File: src/rtl/fetch_queue.sv
// fetch_queue: instruction fetch front end feeding decode.
//
// Owns the fetch PC and issues sequential word fetches to a synchronous
// instruction memory with a fixed one-cycle read latency. Each returned
// word is buffered together with its PC in a small FIFO. The FIFO head is
// offered to decode over a valid/ready handshake. A redirect from execute
// reloads the fetch PC and throws away everything buffered or in flight.
//
// Ports:
//   clk_i         clock, all state changes on the rising edge
//   rst_i         synchronous reset, active low
//   redirect_i    single-cycle pulse: load fetch PC from target_i and flush
//   target_i      redirect address (low two bits are ignored)
//   imem_req_o    fetch request this cycle
//   imem_addr_o   word-aligned fetch address
//   imem_rdata_i  instruction word, valid one cycle after its request
//   valid_o       FIFO head valid
//   ready_i       decode accepts the head
//   instr_o       head instruction
//   pc_o          head PC
//   pc_plus4_o    head PC + 4 (wraps modulo 2^32)
module fetch_queue #(
  parameter int          DEPTH    = 4,
  parameter logic [31:0] RESET_PC = 32'h0000_0000
) (
  input  logic        clk_i,
  input  logic        rst_i,
  input  logic        redirect_i,
  input  logic [31:0] target_i,
  output logic        imem_req_o,
  output logic [31:0] imem_addr_o,
  input  logic [31:0] imem_rdata_i,
  output logic        valid_o,
  input  logic        ready_i,
  output logic [31:0] instr_o,
  output logic [31:0] pc_o,
  output logic [31:0] pc_plus4_o
);

  localparam int AW = $clog2(DEPTH);

  logic [31:0]   fetch_pc;
  logic [31:0]   inflight_pc;
  logic          inflight;
  logic          kill;
  logic [AW-1:0] wr_ptr;
  logic [AW-1:0] rd_ptr;
  logic [AW-1:0] show_ptr;
  logic [AW:0]   count;
  logic [AW+1:0] committed;
  logic          has_room;
  logic          fifo_nonempty;
  logic          push;
  logic          pop;

  logic [31:0] pc_mem    [DEPTH];
  logic [31:0] instr_mem [DEPTH];

  // A slot is committed once its request has gone out, so the in-flight
  // word is counted as occupying the FIFO; this is what makes overflow
  // impossible without any back-pressure on the memory side.
  assign committed     = {1'b0, count} + (AW+2)'(inflight);
  assign has_room      = committed < (AW+2)'(DEPTH);
  assign fifo_nonempty = (count != '0);

  assign imem_req_o  = rst_i & ~redirect_i & has_room;
  assign imem_addr_o = rst_i ? fetch_pc : RESET_PC;

  // A response landing in the redirect cycle belongs to the old path and is
  // dropped along with the flush; kill covers the cycle after the redirect.
  assign push = inflight & ~kill & ~redirect_i;
  assign pop  = fifo_nonempty & ready_i;

  // When empty, show the most recently consumed slot so the data outputs
  // keep their last values instead of exposing a stale older entry.
  assign show_ptr = fifo_nonempty ? rd_ptr : rd_ptr - AW'(1);

  assign valid_o    = rst_i & fifo_nonempty;
  assign instr_o    = rst_i ? instr_mem[show_ptr] : 32'h0;
  assign pc_o       = rst_i ? pc_mem[show_ptr] : 32'h0;
  assign pc_plus4_o = pc_o + 32'd4;

  // Control state: fetch PC, in-flight tracking and FIFO pointers/count.
  // Redirect takes priority over both push and pop in its cycle.
  always_ff @(posedge clk_i) begin
    if (!rst_i) begin
      fetch_pc    <= RESET_PC;
      inflight_pc <= RESET_PC;
      inflight    <= 1'b0;
      kill        <= 1'b0;
      count       <= '0;
      wr_ptr      <= '0;
      rd_ptr      <= '0;
    end else begin
      inflight <= imem_req_o;
      kill     <= redirect_i & inflight;
      if (imem_req_o) begin
        inflight_pc <= fetch_pc;
      end
      if (redirect_i) begin
        fetch_pc <= target_i & 32'hFFFF_FFFC;
        count    <= '0;
        rd_ptr   <= wr_ptr;
      end else begin
        if (imem_req_o) begin
          fetch_pc <= fetch_pc + 32'd4;
        end
        if (push) begin
          wr_ptr <= wr_ptr + AW'(1);
        end
        if (pop) begin
          rd_ptr <= rd_ptr + AW'(1);
        end
        if (push && !pop) begin
          count <= count + (AW+1)'(1);
        end else if (pop && !push) begin
          count <= count - (AW+1)'(1);
        end
      end
    end
  end

  // Entry storage needs no reset: nothing is visible until count says so.
  always_ff @(posedge clk_i) begin
    if (rst_i && push) begin
      pc_mem[wr_ptr]    <= inflight_pc;
      instr_mem[wr_ptr] <= imem_rdata_i;
    end
  end

endmodule

File: config.mk
export PLATFORM = sky130hd
export DESIGN_NAME = fetch_queue
export DESIGN_NICKNAME = d
export VERILOG_FILES = /design/src/rtl/fetch_queue.sv
export SDC_FILE = /design/constraint.sdc
export NUM_CORES = 1
export LEC_CHECK = 0
export BUFFER_PORTS_ARGS = -buffer_cell sky130_fd_sc_hd__buf_2
export CAP_MARGIN = 20
export CORE_MARGIN = 4
export CORE_UTILIZATION = 45
export DETAILED_ROUTE_END_ITERATION = 7
export GPL_ROUTABILITY_DRIVEN = 0
export PLACE_DENSITY_LB_ADDON = 0.1
export SLEW_MARGIN = 20
export SYNTH_ARGS = -nofsm -noshare
export SYNTH_HDL_FRONTEND = slang
export SYNTH_SLANG_ARGS = --single-unit
File: constraint.sdc
create_clock -name clk_i -period 9.41 [get_ports clk_i]
set_clock_uncertainty 0.15 [all_clocks]
set_input_delay 1.882 -clock clk_i [delete_from_list [all_inputs] [get_ports clk_i]]
set_output_delay 1.882 -clock clk_i [all_outputs]
set_load 0.1 [all_outputs]
* After elaboration in Yosys (flattened, before gate mapping) *
Memories as Yosys holds them, arrays and structs flattened.
Cells that the tools add are included.

storage, ports and cells
  register bits after elaboration = 73
  RAM bits = 256
  input port bits = 68
  output and inout port bits = 130
  word-level logic and storage cells = 52
  memories kept = 2

cells by class
  add/sub/neg operators = 8
  magnitude comparators = 1
  muxes and demuxes = 12
  bitwise logic cells = 10
  reduce and logical (&&, ||, !) cells = 11

memories
  memory     depth  bits a word  read ports  clocked after memory_dff  wr ports  line  text
  instr_mem  4      32           1           0                         1         57    logic [31:0] instr_mem [DEPTH];
  pc_mem     4      32           1           0                         1         56    logic [31:0] pc_mem [DEPTH];

operators by type and width
  cell                   number
  $mux 32                5
  $add 32x3->32 const B  2
  $and 1x1->1            7
  $mux 2                 3
  $mux 3                 2
  $reduce_bool 2->1      3
  $add 2x1->2 const B    2
  $add 3x1->4            1
  $lt 4x3->1 const B     1
  $add 3x1->3 const B    1
  $logic_and 1x1->1      3
  $not 1->1              3
  $reduce_bool 3->1      1
  $sub 3x1->3 const B    1
  $logic_not 1->1        2
  $mux 1                 2
  $reduce_and 2->1       1
  $reduce_or 2->1        1
  $sub 2x1->2 const B    1

* Logic depth before layout (Yosys ltp) *
  depth after elaboration = 7
  mapped depth = 13
  gate-level depth less buffers = 9

* Worst setup path before layout *
No wires, ideal clock.

  kind = input-to-output
  start point = input rst_i
  end point = output pc_plus4_o[29]
  arrival = 6.610 ns
  required time = 7.378 ns
  path slack = 0.768 ns
  stages = 8
  buffers on the path = 2
  cells stage by stage = clkbuf_1 o41ai_1 a21oi_1 nand3_1 or4_4 buf_6 nor3_4 xor2_1

on the way
  word-level cells in the longest chain between the ends = 2

ends and longest elaborated chain
  what             line  text
  start, declared  27    input logic rst_i,
  $mux 32          80    assign pc_o = rst_i ? pc_mem[show_ptr] : 32'h0;
  via pc_o[2]      36    output logic [31:0] pc_o,
  $add 32x3->32    81    assign pc_plus4_o = pc_o + 32'd4;
  end, declared    37    output logic [31:0] pc_plus4_o

The timed path passes the listed nets, and every way through them passes these cells.

* Final worst setup path *
  start point = input rst_i
  end point = output pc_plus4_o[31]

on the way
  word-level cells in the longest chain between the ends = 2

ends and longest elaborated chain
  what           line
  $mux 32        80
  $add 32x3->32  81

Every way passes these cells.

==> impl_metrics.csv <==
group,metric,value,unit
status,status,"finished, final reports clean",
logic_synthesis,synth_top_family_by_area,"simple AND/OR/NAND/NOR gates",
timing,timing.final.hold_violations,0,
layout,final_nets,1406,
global_route,grt_pass1_wl,55700,µm
clocking,post_cts_buffers,0,
logic_synthesis,muxShareOfSynthArea,7.85,%
clocking,path_clk_slew,0.06,ns
clocking,numCtsBuffers,34,
logic_synthesis,ys_seq_area_share,60.9,%
critical_path,cp_max_fo,28,
critical_path,r2r_end,"fetch_pc[9]",
logic_synthesis,synth_cell_types,80,
timing,timing.final.max_slew_violations,0,
power_and_ir_drop,power_frac_clock,36.9,%
die,initial_core_util,45.8,%
drt,drt_first_pass_iters,5,
timing,finalCritPeriodShare,77.5,%
global_route,antenna_found_initial,0,
die,core,31600,µm²
logic_synthesis,synth-simple-area-share,15.5,%
timing,max_freq,137,MHz
logic_synthesis,synth_top_area_share,51.4,%
logic_synthesis,async_flop_share,0,%
power_and_ir_drop,leakagePower,6.28,nW
layout,final_cells,1758,
critical_path,path_class,"in2out",
clocking,cts_num_sinks,317,
critical_path,rr_worst_depth,6,
drt,wl_per_cell,20.3,µm
logic_synthesis,ys_seq_elements,317,
logic_synthesis,synth_edf_count,248,
power_and_ir_drop,cell_internal_pwr,2.49,mW
timing,slew_headroom,31.7,%
power_and_ir_drop,pwr-share-comb,20.5,%
drt,finalWirelength,35700,µm
place,port_buffers,189,
timing,post-route-worst-setup-slack,2.11,ns
logic_synthesis,synth.area.top_cells,"edfxtp_1, dfxtp_1, mux4_2",
power_and_ir_drop,pwr_density_cell,216,nW/µm²
die,fp.dieW,187,µm
die,dieArea,35100,µm²
global_route,globalRouteOverflowTotal,0,
place,dpl.cell_count,1696,
logic_synthesis,yosysMostFrequentCell,"edfxtp_1",
critical_path,crit_path_start,"rst_i",
critical_path,worstSetupEndpoint,"pc_plus4_o[31]",
die,fp-row-count,65,
clocking,insertion_delay,0.51,ns
critical_path,worstReg2RegStart,"count[0]",
power_and_ir_drop,p_total,3.64,mW
clocking,clockBufferDepth,3,
logic_synthesis,avgSynthCellArea,12.4,µm²
power_and_ir_drop,power.switching,1.15,mW
logic_synthesis,synth-warning-count,0,
timing,worst_pin_slew,1.02,ns
drt,viasPerCell,5.66,
critical_path,start_kind,"input port",
die,top_level_ports,198,
timing,period_needed,7.30,ns
drt,drt_iter0_drc,868,
timing,final.setup.tns,0,ns
clocking,cts-hold-fix-buffers,0,
logic_synthesis,synthXorXnorAreaFrac,2.05,%
timing,setup_violations,0,
place,dp_hpwl,21900,µm
logic_synthesis,synth_area_leader_cell,"edfxtp_1",
power_and_ir_drop,seq_power_share,42.5,%
layout,drive_gt1_share,24.3,%
power_and_ir_drop,p_sw_share,31.6,%
clocking,cts_tree,"built",
global_route,grt_usage,19.8,%
die,die_h,187,µm
critical_path,cp.required,7.38,ns
drt,drc,0,
power_and_ir_drop,ir_worst_vdd,0.114,mV
critical_path,worstSetupEndpointType,"output pin",
layout,diodes,0,
logic_synthesis,syn_inst,1172,
critical_path,r2r_slack,6.59,ns
logic_synthesis,syn_area,14500,µm²
drt,antenna_left,0,
critical_path,crit_arrival,5.26,ns
logic_synthesis,synth_common_cells,"edfxtp_1, nand2_1, and2_1",
drt,vias,9948,
global_route,grt_pass1_vias,9700,
timing,rsz0062_at_grt,"no",
hold_path,hold_path_class,"reg2reg",
layout,area_growth,16.2,%
logic_synthesis,synth_compound_area_share,9.37,%
clocking,htree_levels,2,
place,post-place-ws,2.07,ns
global_route,grt_max_degree,71,
run,cap_violations,0,
clocking,cts.repair.resized,0,
logic_synthesis,synth-adder-area-share,0.811,%
clocking,cts_root_buffer,"clkbuf_16",
logic_synthesis,synth_flop_cell,"edfxtp_1",
-- cells in the final DEF, fill, tap and decap left out, types with 20 or more instances in the layout --
cell and count:
edfxtp_1 248, buf_2 189, nand2_1 105, a21oi_1 80
and2_1 77, nor2_1 73, dfxtp_1 67, nand3_1 38
mux4_2 38, clkbuf_16 37, o21ai_0 34, mux2i_1 26
nor2b_1 22, nor3_1 20
-- cells by family after synthesis --
| kind of cell | Yosys count |
|---|---|
| xor gates and xnor gates | 34 |
| and+or+nand+nor | 424 |
| other | 1 |
| DFF | 317 |
| muxes | 66 |
| buffers and inverters | 111 |
| AOI/OAI and AO/OA | 210 |
| adders and majority gates | 9 |
-- worst max-delay path, stage by stage --
cell	delay, ns
buf_2	0.48
inv_2	0.33
a211oi_2	0.51
nand4_2	0.34
or4_4	0.71
nor3_2	0.35
xor2_1	0.17
buf_2	0.46
-- layout make-up --
cell class              instances  area (µm²)
fillers                      2698       14800
inverters                      20        75.1
clock inverters                22         206
multi-input cells             749        5200
repair buffers                208        1090
flip-flops and latches        317        8830
well taps                     402         503
clock buffers                  40         937
-- registers in the layout (all words and copies together), names as in the netlist --
register     count
pc_mem         120
fetch_pc        30
count            3
wr_ptr           2
inflight         1
kill             1
inflight_pc     30
rd_ptr           2
instr_mem      128
-- metrics by stage --
step           hold WS (ns)  util [%]  area, µm²
5_1_grt               0.375      53.3      16800
6_report              0.344      53.3      16800
3_5_place_dp          0.339      49.6      15700
3_3_place_gp          0.331      49.6      15700
4_1_cts               0.348      53.3      16800
2_1_floorplan         0.308         -      14500
-- worst min-delay path by stage --
| stage | startpoint | to | slack [ns] | cells after the start |
|---|---|---|---|---|
| floorplan | fetch_pc[20] | inflight_pc[20] | 0.31 | 2 |
| global placement | inflight_pc[26] | inflight_pc[26] | 0.33 | 2 |
| detailed placement | inflight_pc[11] | inflight_pc[11] | 0.34 | 2 |
| CTS | inflight_pc[11] | inflight_pc[11] | 0.35 | 2 |
| global route | inflight_pc[27] | inflight_pc[27] | 0.37 | 2 |
| finish | inflight_pc[26] | inflight_pc[26] | 0.34 | 2 |
-- routing by layer --
metal	share of wire [%]	track usage (%)	wire length (µm)	up-vias
met5	0	0	0	-
li1	-	-	-	4689
met2	44	29.6	15700	397
met4	1.5	4.77	539	0
met3	8.0	4.05	2850	39
met1	47	29.8	16600	4823
-- power groups by stage --
stage                     Combinational (mW)  Sequential [mW]  Clock (mW)
after floorplan                        0.624             1.56           0
after global placement                 0.745             1.58           0
after detailed placement               0.750             1.58           0
after CTS                              0.751             1.55        1.37
after global routing                   0.787             1.55        1.44
final                                  0.747             1.55        1.35
(Power assumes the default switching activity.)
